===== config.mk =====
export PLATFORM = sky130hd
export DESIGN_NAME = parking_lot_ctrl
export DESIGN_NICKNAME = d
export VERILOG_FILES = /design/src/rtl/parking_pkg.sv /design/src/rtl/fee_serial_mult.sv /design/src/rtl/parking_lot_ctrl.sv
export SDC_FILE = /design/constraint.sdc
export NUM_CORES = 1
export LEC_CHECK = 0
export CAP_MARGIN = 10
export CORE_MARGIN = 3
export CORE_UTILIZATION = 25
export DETAILED_ROUTE_END_ITERATION = 8
export GPL_ROUTABILITY_DRIVEN = 0
export PLACE_DENSITY = 0.45
export SYNTH_ARGS = -nofsm -noshare
export SYNTH_HDL_FRONTEND = slang
export SYNTH_SLANG_ARGS = --single-unit

===== constraint.sdc =====
create_clock -name clk -period 2.1 [get_ports clk]
set_clock_uncertainty 0.1 [all_clocks]
set_input_delay 0.42 -clock clk [delete_from_list [all_inputs] [get_ports clk]]
set_output_delay 0.42 -clock clk [all_outputs]
set_load 0.05 [all_outputs]

===== src/rtl/parking_pkg.sv =====
`default_nettype none
// +----------------------------------------------------------------------+
// | parking_pkg: shared exit-FSM states, default sizing, fee width rule  |
// | Revision: 1.0                                                        |
// +----------------------------------------------------------------------+
package parking_pkg;

  typedef enum logic [1:0] {
    IDLE = 2'd0,
    LOAD = 2'd1,
    MULT = 2'd2,
    DONE = 2'd3
  } exit_state_t;

  localparam int c_DEF_NUM_SLOTS = 4;
  localparam int c_DEF_TIME_W    = 4;
  localparam int c_DEF_RATE_W    = 4;
  localparam int c_DEF_RATE      = 2;

  // Product of a TIME_W duration and a RATE_W rate never needs more bits.
  function automatic int fee_width(input int time_w, input int rate_w);
    return time_w + rate_w;
  endfunction

endpackage
`default_nettype wire


===== src/rtl/fee_serial_mult.sv =====
`default_nettype none
// +----------------------------------------------------------------------+
// | fee_serial_mult: LSB-first shift-add multiply of RATE by a duration  |
// | Revision: 1.0                                                        |
// +----------------------------------------------------------------------+
module fee_serial_mult
  import parking_pkg::*;
#(
  parameter int TIME_W = c_DEF_TIME_W,
  parameter int RATE_W = c_DEF_RATE_W,
  parameter int RATE   = c_DEF_RATE,
  localparam int FEE_W = fee_width(TIME_W, RATE_W)
) (
  input  logic              clk,
  input  logic              rst,
  input  logic              i_start,
  input  logic [TIME_W-1:0] i_multiplier,
  output logic              o_busy,
  output logic              o_done,
  output logic [FEE_W-1:0]  o_product
);

  localparam int c_CNT_W = $clog2(TIME_W + 1);
  localparam logic [FEE_W-1:0] c_MCAND = FEE_W'(RATE);

  logic              r_busy;
  logic [c_CNT_W-1:0] r_cnt;
  logic [FEE_W-1:0]  r_acc;
  logic [FEE_W-1:0]  r_mcand;
  logic [TIME_W-1:0] r_mplier;
  logic [FEE_W-1:0]  r_product;
  logic [FEE_W-1:0]  w_acc_next;
  logic              w_last;

  assign w_acc_next = r_acc + (r_mplier[0] ? r_mcand : '0);
  assign w_last     = r_busy && (r_cnt == c_CNT_W'(1));

  always_ff @(posedge clk) begin
    if (rst) begin
      r_busy    <= 1'b0;
      r_cnt     <= '0;
      r_acc     <= '0;
      r_mcand   <= '0;
      r_mplier  <= '0;
      r_product <= '0;
    end else if (i_start) begin
      r_busy   <= 1'b1;
      r_cnt    <= c_CNT_W'(TIME_W);
      r_acc    <= '0;
      r_mcand  <= c_MCAND;
      r_mplier <= i_multiplier;
    end else if (r_busy) begin
      r_acc    <= w_acc_next;
      r_mcand  <= r_mcand << 1;
      r_mplier <= r_mplier >> 1;
      r_cnt    <= r_cnt - c_CNT_W'(1);
      // The product register only moves on completion so it holds between bills.
      if (w_last) begin
        r_busy    <= 1'b0;
        r_product <= w_acc_next;
      end
    end
  end

  assign o_busy    = r_busy;
  assign o_done    = w_last;
  assign o_product = r_product;

endmodule
`default_nettype wire


===== src/rtl/parking_lot_ctrl.sv =====
`default_nettype none
// +----------------------------------------------------------------------+
// | parking_lot_ctrl: lowest-free bay allocation, entry stamping and     |
// | serial exit billing. PARKING_REVENUE_EN adds a revenue accumulator.  |
// | Revision: 1.0                                                        |
// +----------------------------------------------------------------------+
module parking_lot_ctrl
  import parking_pkg::*;
#(
  parameter int NUM_SLOTS = c_DEF_NUM_SLOTS,
  parameter int TIME_W    = c_DEF_TIME_W,
  parameter int RATE_W    = c_DEF_RATE_W,
  parameter int RATE      = c_DEF_RATE,
  localparam int FEE_W    = fee_width(TIME_W, RATE_W),
  localparam int SLOT_W   = $clog2(NUM_SLOTS)
) (
  input  logic                 clk,
  input  logic                 rst,
  input  logic                 tick,
  input  logic                 entry_req,
  output logic                 entry_ack,
  output logic                 entry_nack,
  output logic [NUM_SLOTS-1:0] entry_slot,
  input  logic                 exit_req,
  input  logic [SLOT_W-1:0]    exit_slot,
  output logic                 exit_ready,
  output logic                 exit_err,
  output logic                 fee_valid,
  output logic [FEE_W-1:0]     fee,
  output logic [SLOT_W-1:0]    fee_slot,
  output logic [NUM_SLOTS-1:0] free_mask,
  output logic                 full,
  output logic [TIME_W-1:0]    now
`ifdef PARKING_REVENUE_EN
  ,
  output logic [FEE_W+7:0]     revenue
`endif
);

  exit_state_t          r_state, w_state_next;
  logic [NUM_SLOTS-1:0] r_occ;
  logic [TIME_W-1:0]    r_stamp [NUM_SLOTS];
  logic [TIME_W-1:0]    r_now;
  logic [SLOT_W-1:0]    r_slot;
  logic [SLOT_W-1:0]    r_fee_slot;
  logic [TIME_W-1:0]    r_cap_now;
  logic                 r_entry_ack;
  logic                 r_entry_nack;
  logic [NUM_SLOTS-1:0] r_entry_slot;
  logic                 r_exit_err;

  logic                 w_any_free;
  logic                 w_grant;
  logic [SLOT_W-1:0]    w_grant_idx;
  logic [NUM_SLOTS-1:0] w_grant_1h;
  logic                 w_exit_valid;
  logic                 w_accept;
  logic [TIME_W-1:0]    w_dur_raw;
  logic [TIME_W-1:0]    w_duration;
  logic [NUM_SLOTS-1:0] w_release;
  logic                 w_exit_ready;
  logic                 w_fee_valid;
  logic                 w_mult_start;
  logic                 w_mult_busy;
  logic                 w_mult_done;
  logic [FEE_W-1:0]     w_product;

  always_comb begin
    w_grant_idx = '0;
    for (int i = NUM_SLOTS - 1; i >= 0; i--) begin
      if (!r_occ[i]) w_grant_idx = SLOT_W'(i);
    end
  end

  assign w_any_free   = ~&r_occ;
  assign w_grant      = entry_req && w_any_free;
  assign w_grant_1h   = NUM_SLOTS'(1) << w_grant_idx;
  assign w_exit_valid = (int'(exit_slot) < NUM_SLOTS) && r_occ[exit_slot];
  assign w_accept     = (r_state == IDLE) && exit_req && w_exit_valid;

  // Wrapping subtract is intended; a same-unit stay is billed one unit.
  assign w_dur_raw  = r_cap_now - r_stamp[r_slot];
  assign w_duration = (w_dur_raw == '0) ? TIME_W'(1) : w_dur_raw;
  assign w_release  = (r_state == DONE) ? (NUM_SLOTS'(1) << r_slot) : '0;

  always_comb begin
    w_state_next = r_state;
    w_exit_ready = 1'b0;
    w_fee_valid  = 1'b0;
    w_mult_start = 1'b0;
    case (r_state)
      IDLE: begin
        w_exit_ready = !w_mult_busy;
        if (w_accept) w_state_next = LOAD;
      end
      LOAD: begin
        w_mult_start = 1'b1;
        w_state_next = MULT;
      end
      MULT: if (w_mult_done) w_state_next = DONE;
      DONE: begin
        w_fee_valid  = 1'b1;
        w_state_next = IDLE;
      end
      default: w_state_next = IDLE;
    endcase
  end

  always_ff @(posedge clk) begin
    if (rst) begin
      r_state      <= IDLE;
      r_occ        <= '0;
      r_now        <= '0;
      r_slot       <= '0;
      r_fee_slot   <= '0;
      r_cap_now    <= '0;
      r_entry_ack  <= 1'b0;
      r_entry_nack <= 1'b0;
      r_entry_slot <= '0;
      r_exit_err   <= 1'b0;
      for (int i = 0; i < NUM_SLOTS; i++) r_stamp[i] <= '0;
    end else begin
      r_state      <= w_state_next;
      if (tick) r_now <= r_now + TIME_W'(1);
      r_entry_ack  <= w_grant;
      r_entry_nack <= entry_req && !w_any_free;
      r_entry_slot <= w_grant ? w_grant_1h : '0;
      r_exit_err   <= (r_state == IDLE) && exit_req && !w_exit_valid;
      // A bay released in DONE is not offered to an entry in that same cycle.
      r_occ        <= (r_occ & ~w_release) | (w_grant ? w_grant_1h : '0);
      if (w_grant) r_stamp[w_grant_idx] <= r_now;
      if (w_accept) begin
        r_slot    <= exit_slot;
        r_cap_now <= r_now;
      end
      if (w_mult_done) r_fee_slot <= r_slot;
    end
  end

  fee_serial_mult #(
    .TIME_W (TIME_W),
    .RATE_W (RATE_W),
    .RATE   (RATE)
  ) u_fee_mult (
    .clk          (clk),
    .rst          (rst),
    .i_start      (w_mult_start),
    .i_multiplier (w_duration),
    .o_busy       (w_mult_busy),
    .o_done       (w_mult_done),
    .o_product    (w_product)
  );

`ifdef PARKING_REVENUE_EN
  logic [FEE_W+7:0] r_revenue;

  always_ff @(posedge clk) begin
    if (rst) r_revenue <= '0;
    else if (r_state == DONE) r_revenue <= r_revenue + (FEE_W + 8)'(w_product);
  end

  assign revenue = r_revenue;
`endif

  assign entry_ack  = r_entry_ack;
  assign entry_nack = r_entry_nack;
  assign entry_slot = r_entry_slot;
  assign exit_ready = w_exit_ready;
  assign exit_err   = r_exit_err;
  assign fee_valid  = w_fee_valid;
  assign fee        = w_product;
  assign fee_slot   = r_fee_slot;
  assign free_mask  = ~r_occ;
  assign full       = ~w_any_free;
  assign now        = r_now;

endmodule
`default_nettype wire


==> summary.md <==
| Metric | Value |
|---|---|
| Synthesized-area fraction occupied by ao, oa, aoi and oai cells | 8.79% |
| Area of placed instances | 3930 µm² |
| Max Slew Vio Count | 0 |
| Mapped Nets | 337 |
| Final critical-path required period | 2.11 ns |
| Crit-path max cell delay | 0.54 ns |
| Buf+Inv Stages, Crit Path | 1 |
| Part of the Yosys area used for sequential elements | 48.5% |
| Cell row count | 41 |
| Highest achievable clock rate | 475 MHz |
| Yosys top cell area share | 33.9% |
| Average footprint of a synthesized cell | 10.6 µm² |
| Critical Path End Type | flip-flop |
| Cell area after synthesis | 3300 µm² |
| Routed vias/inst | 4.30 |
| Number of diodes | 0 |
| Number of endpoints failing setup at the final stage | 1 |
| Total vias in the final route | 2327 |
| Setup Buffers After CTS | 0 |
| Wire length after detailed routing | 7440 µm |
| Slew of the pin with the lowest slew margin | 0.608 ns |
| Share of cells above drive strength 1 | 23.8% |
| Count of unique library cells instantiated by Yosys | 53 |
| Most used flip-flop cell after synthesis | dfxtp_1 |
| YS warnings | 0 |
| Area share of xor/xnor cells in the synthesized design | 3.07% |
| PnR Total Power | 4.05 mW |
| DRC violation count after routing | 0 |
| Most common library cells after synthesis | dfxtp_1 (56), nor2_1 (43), mux2i_1 (22) |
| Die ar. | 14600 µm² |
| Area added between synthesis and finish | 31.6% |
| Power Dens Cells | 931 nW/µm² |
| X dimension of the die | 121 µm |
| Overall routing resource usage | 10.9% |
| Main combinational cell family by area after synthesis | simple AND/OR/NAND/NOR gates |
| Final cell area excluding filler cells | 4350 µm² |
| Latest clock arrival within the worst-skew pair | 0.34 ns |
| Count of input and output buffers | 33 |
| Violated checks | negative setup slack |
| Initial standard-cell utilization of the core | 25.9% |
| Height of the chip | 121 µm |
| CTS buffer count | 9 |
| Leading area contributor after synthesis | dfxtp_1 |
| Yosys reg bits | 72 |
| VDD IR max | 0.000491 V |
| Via count of the first global-routing pass | 2321 |
| Maximum fanout along the worst path | 4 |
| Max_slew headroom | 59.1% |
| Clock buffer depth | 2 |
| Reg2Reg Setup Slack | -0.007 ns |
| Data arrival time of the critical path | 2.26 ns |
| First-pass GRT wire length | 12000 µm |
| Post-synthesis instance total | 312 |
| Required time at the worst-slack endpoint | 2.25 ns |
| Crit path to | u_fee_mult.r_mplier[0]$_SDFFE_PP0P_ |
| Placeable core area | 12800 µm² |
| FF-to-FF End | u_fee_mult.r_mplier[0]$_SDFFE_PP0P_ |
| Total leakage power | 1.71 nW |
| CTS root buf | clkbuf_16 |
| CTS clk-pin slew, worst paths | 0.06 ns |
| Kind of critical path | flip-flop to flip-flop |
| Chain of cells forming the critical path | mux4_2, ha_4, inv_2, fa_1, nor2b_1, nand2_1, o31ai_2 |
| Worst hold stages | 2 |
| Final core utilization | 34.0% |
| Outcome | complete, but fails checks |
| Cell family with the largest share of critical-path delay | adder cells |
| Critical path's slowest cell | mux4_2 |
| Overall overflow remaining after global route | 0 |
| Setup repair after global routing missed its margin | true |
| Depth of the worst register-to-register path | 7 |
| Io pins | 35 |
| Depth of the critical timing path with buffers and inverters included | 7 |
| TritonCTS sink count | 72 |
| Initial DRC count | 85 |
| Multiplexer fraction of the synthesized cell area | 10.8% |
| Detail Route Antenna Nets | 0 |
| Share of synthesized flip-flops with an asynchronous set or reset | 0% |
| CP Launch Type | flip-flop |
| First-pass iteration count of the detailed router | 4 |
| Routed WL per cell | 13.8 µm |
| TritonCTS clock tree | yes |
| Arithmetic-cell share of the synthesized area counting full adders, half adders and majority gates | 7.27% |
| Class of the worst hold path | flip-flop to flip-flop |
| Number of antenna violations at the first check in global routing | 0 |
| Htree depth | 3 |
| Pin count of the biggest net entering global routing | 28 |
| Number of hold violations in the final report | 0 |
| Top area cells in the synthesized netlist | dfxtp_1 (34%), edfxtp_1 (15%), mux2i_1 (6.7%), ha_1 (6.1%), nor2_1 (4.9%) |
| Final worst-path setup slack | -0.00686 ns |
| Post-synthesis simple-gate area fraction | 17.4% |
| EDFF count, synth | 16 |
| Fraction of the cycle the final worst path needs | 100% |
| Most used standard cell by instance count after synthesis | dfxtp_1 |
| HPWL after DPL | 5390 µm |
| Layout Nets | 389 |
| Maximum capacitance violations | 0 |
-- final cells by class --
type	count	area (µm²)
fill	1312	8430
inverter	18	67.6
tap	172	215
clock inverter	6	67.6
clock buffer	10	239
multi-input combinational	209	1680
sequential	72	1610
timing repair buffer	54	473
-- state kept, by name, indices dropped and copies added (netlist names), named ones only --
register              flops
r_cap_now                 4
u_fee_mult.o_busy         1
r_occ                     4
entry_slot                4
exit_err                  1
now                       4
u_fee_mult.r_acc          7
entry_ack                 1
r_slot                    2
u_fee_mult.r_mcand        7
r_state                   2
fee_slot                  2
r_stamp                  16
u_fee_mult.r_cnt          3
u_fee_mult.o_product      7
u_fee_mult.r_mplier       4
entry_nack                1
-- worst register-to-register path, delay by kind of cell, from the launching register on --
family / cells / cell delay [ns]
AOI/OAI and AO/OA: 1 / 0.16
adders and majority gates: 2 / 0.58
buffers and inverters: 1 / 0.04
DFF: 1 / 0.37
muxes: 1 / 0.54
and+or+nand+nor: 2 / 0.23
-- layout by cell type (no fill, tap or decap), types with 2 or more instances in the layout --
cell | Yosys | routed
a211oi_1 | 11 | 9
a211oi_2 | 0 | 2
a21o_1 | 2 | 2
a21oi_1 | 10 | 8
a21oi_2 | 0 | 2
a31o_2 | 2 | 2
and2_1 | 21 | 21
buf_4 | 2 | 31
clkbuf_16 | 0 | 9
clkdlybuf4s50_1 | 0 | 22
clkinvlp_4 | 0 | 2
dfxtp_1 | 56 | 54
edfxtp_1 | 16 | 16
ha_1 | 16 | 10
ha_2 | 0 | 2
ha_4 | 0 | 4
inv_1 | 17 | 14
inv_2 | 1 | 4
mux2i_1 | 22 | 22
mux4_2 | 2 | 4
nand2_1 | 16 | 15
nand2b_1 | 2 | 2
nand3_1 | 2 | 2
nand3b_1 | 2 | 2
nor2_1 | 43 | 43
nor2b_1 | 6 | 4
nor3_1 | 5 | 5
nor3b_1 | 2 | 2
o21ai_0 | 7 | 6
or2_2 | 2 | 2
xnor2_1 | 6 | 5
xor2_1 | 3 | 3
-- where the power goes --
group	total [mW]	internal (mW)	switching [mW]
clock network	1.56	0.955	0.605
registers	1.62	1.53	0.0851
logic	0.869	0.361	0.509
-- repair_timing --
| action | in CTS | in global routing |
|---|---|---|
| resized for setup | 6 | 22 |
| hold endpoints to repair | 0 | 0 |
| setup endpoints to repair | 7 | 8 |
| pin swaps | 3 | 4 |
| hold buffers | 0 | 0 |
-- worst min path at each step --
| stage | start | endpoint | slack, ns |
|---|---|---|---|
| global route | u_fee_mult.o_product[1]$_SDFFE_PP0P_ | u_fee_mult.o_product[1]$_SDFFE_PP0P_ | 0.41 |
| CTS | u_fee_mult.o_product[4]$_SDFFE_PP0P_ | u_fee_mult.o_product[4]$_SDFFE_PP0P_ | 0.37 |
| finish | u_fee_mult.o_product[4]$_SDFFE_PP0P_ | u_fee_mult.o_product[4]$_SDFFE_PP0P_ | 0.37 |
| global placement | u_fee_mult.o_product[4]$_SDFFE_PP0P_ | u_fee_mult.o_product[4]$_SDFFE_PP0P_ | 0.36 |
| floorplan | r_occ[3]$_SDFF_PP0_ | r_occ[3]$_SDFF_PP0_ | 0.36 |
| detailed placement | u_fee_mult.o_product[4]$_SDFFE_PP0P_ | u_fee_mult.o_product[4]$_SDFFE_PP0P_ | 0.37 |
-- layer usage --
metal	GRT usage (%)	wire [µm]	up-vias
met5	0	0	-
met4	5.10	138	0
met3	3.36	349	9
met2	17.4	3610	51
met1	13.4	3340	1089
li1	-	-	1178
-- kinds of logic after synthesis --
kind of cell,Yosys count
flops,72
buf+inv,31
compound gates,41
mux,28
simple gates,111
xor+xnor,10
other cells,1
fa+ha+maj,18
-- metrics by stage --
stage	hold slack (ns)	std cells	setup WS, ns	setup TNS, ns
2_1_floorplan	0.355	312	0.00392	0
3_3_place_gp	0.362	525	-0.0785	-0.608
3_5_place_dp	0.366	525	-0.107	-0.931
4_1_cts	0.374	541	-0.0111	-0.0232
5_1_grt	0.410	541	-0.112	-0.208
6_report	0.372	541	-0.00686	-0.00686
Power figures use the tool's default switching activity.
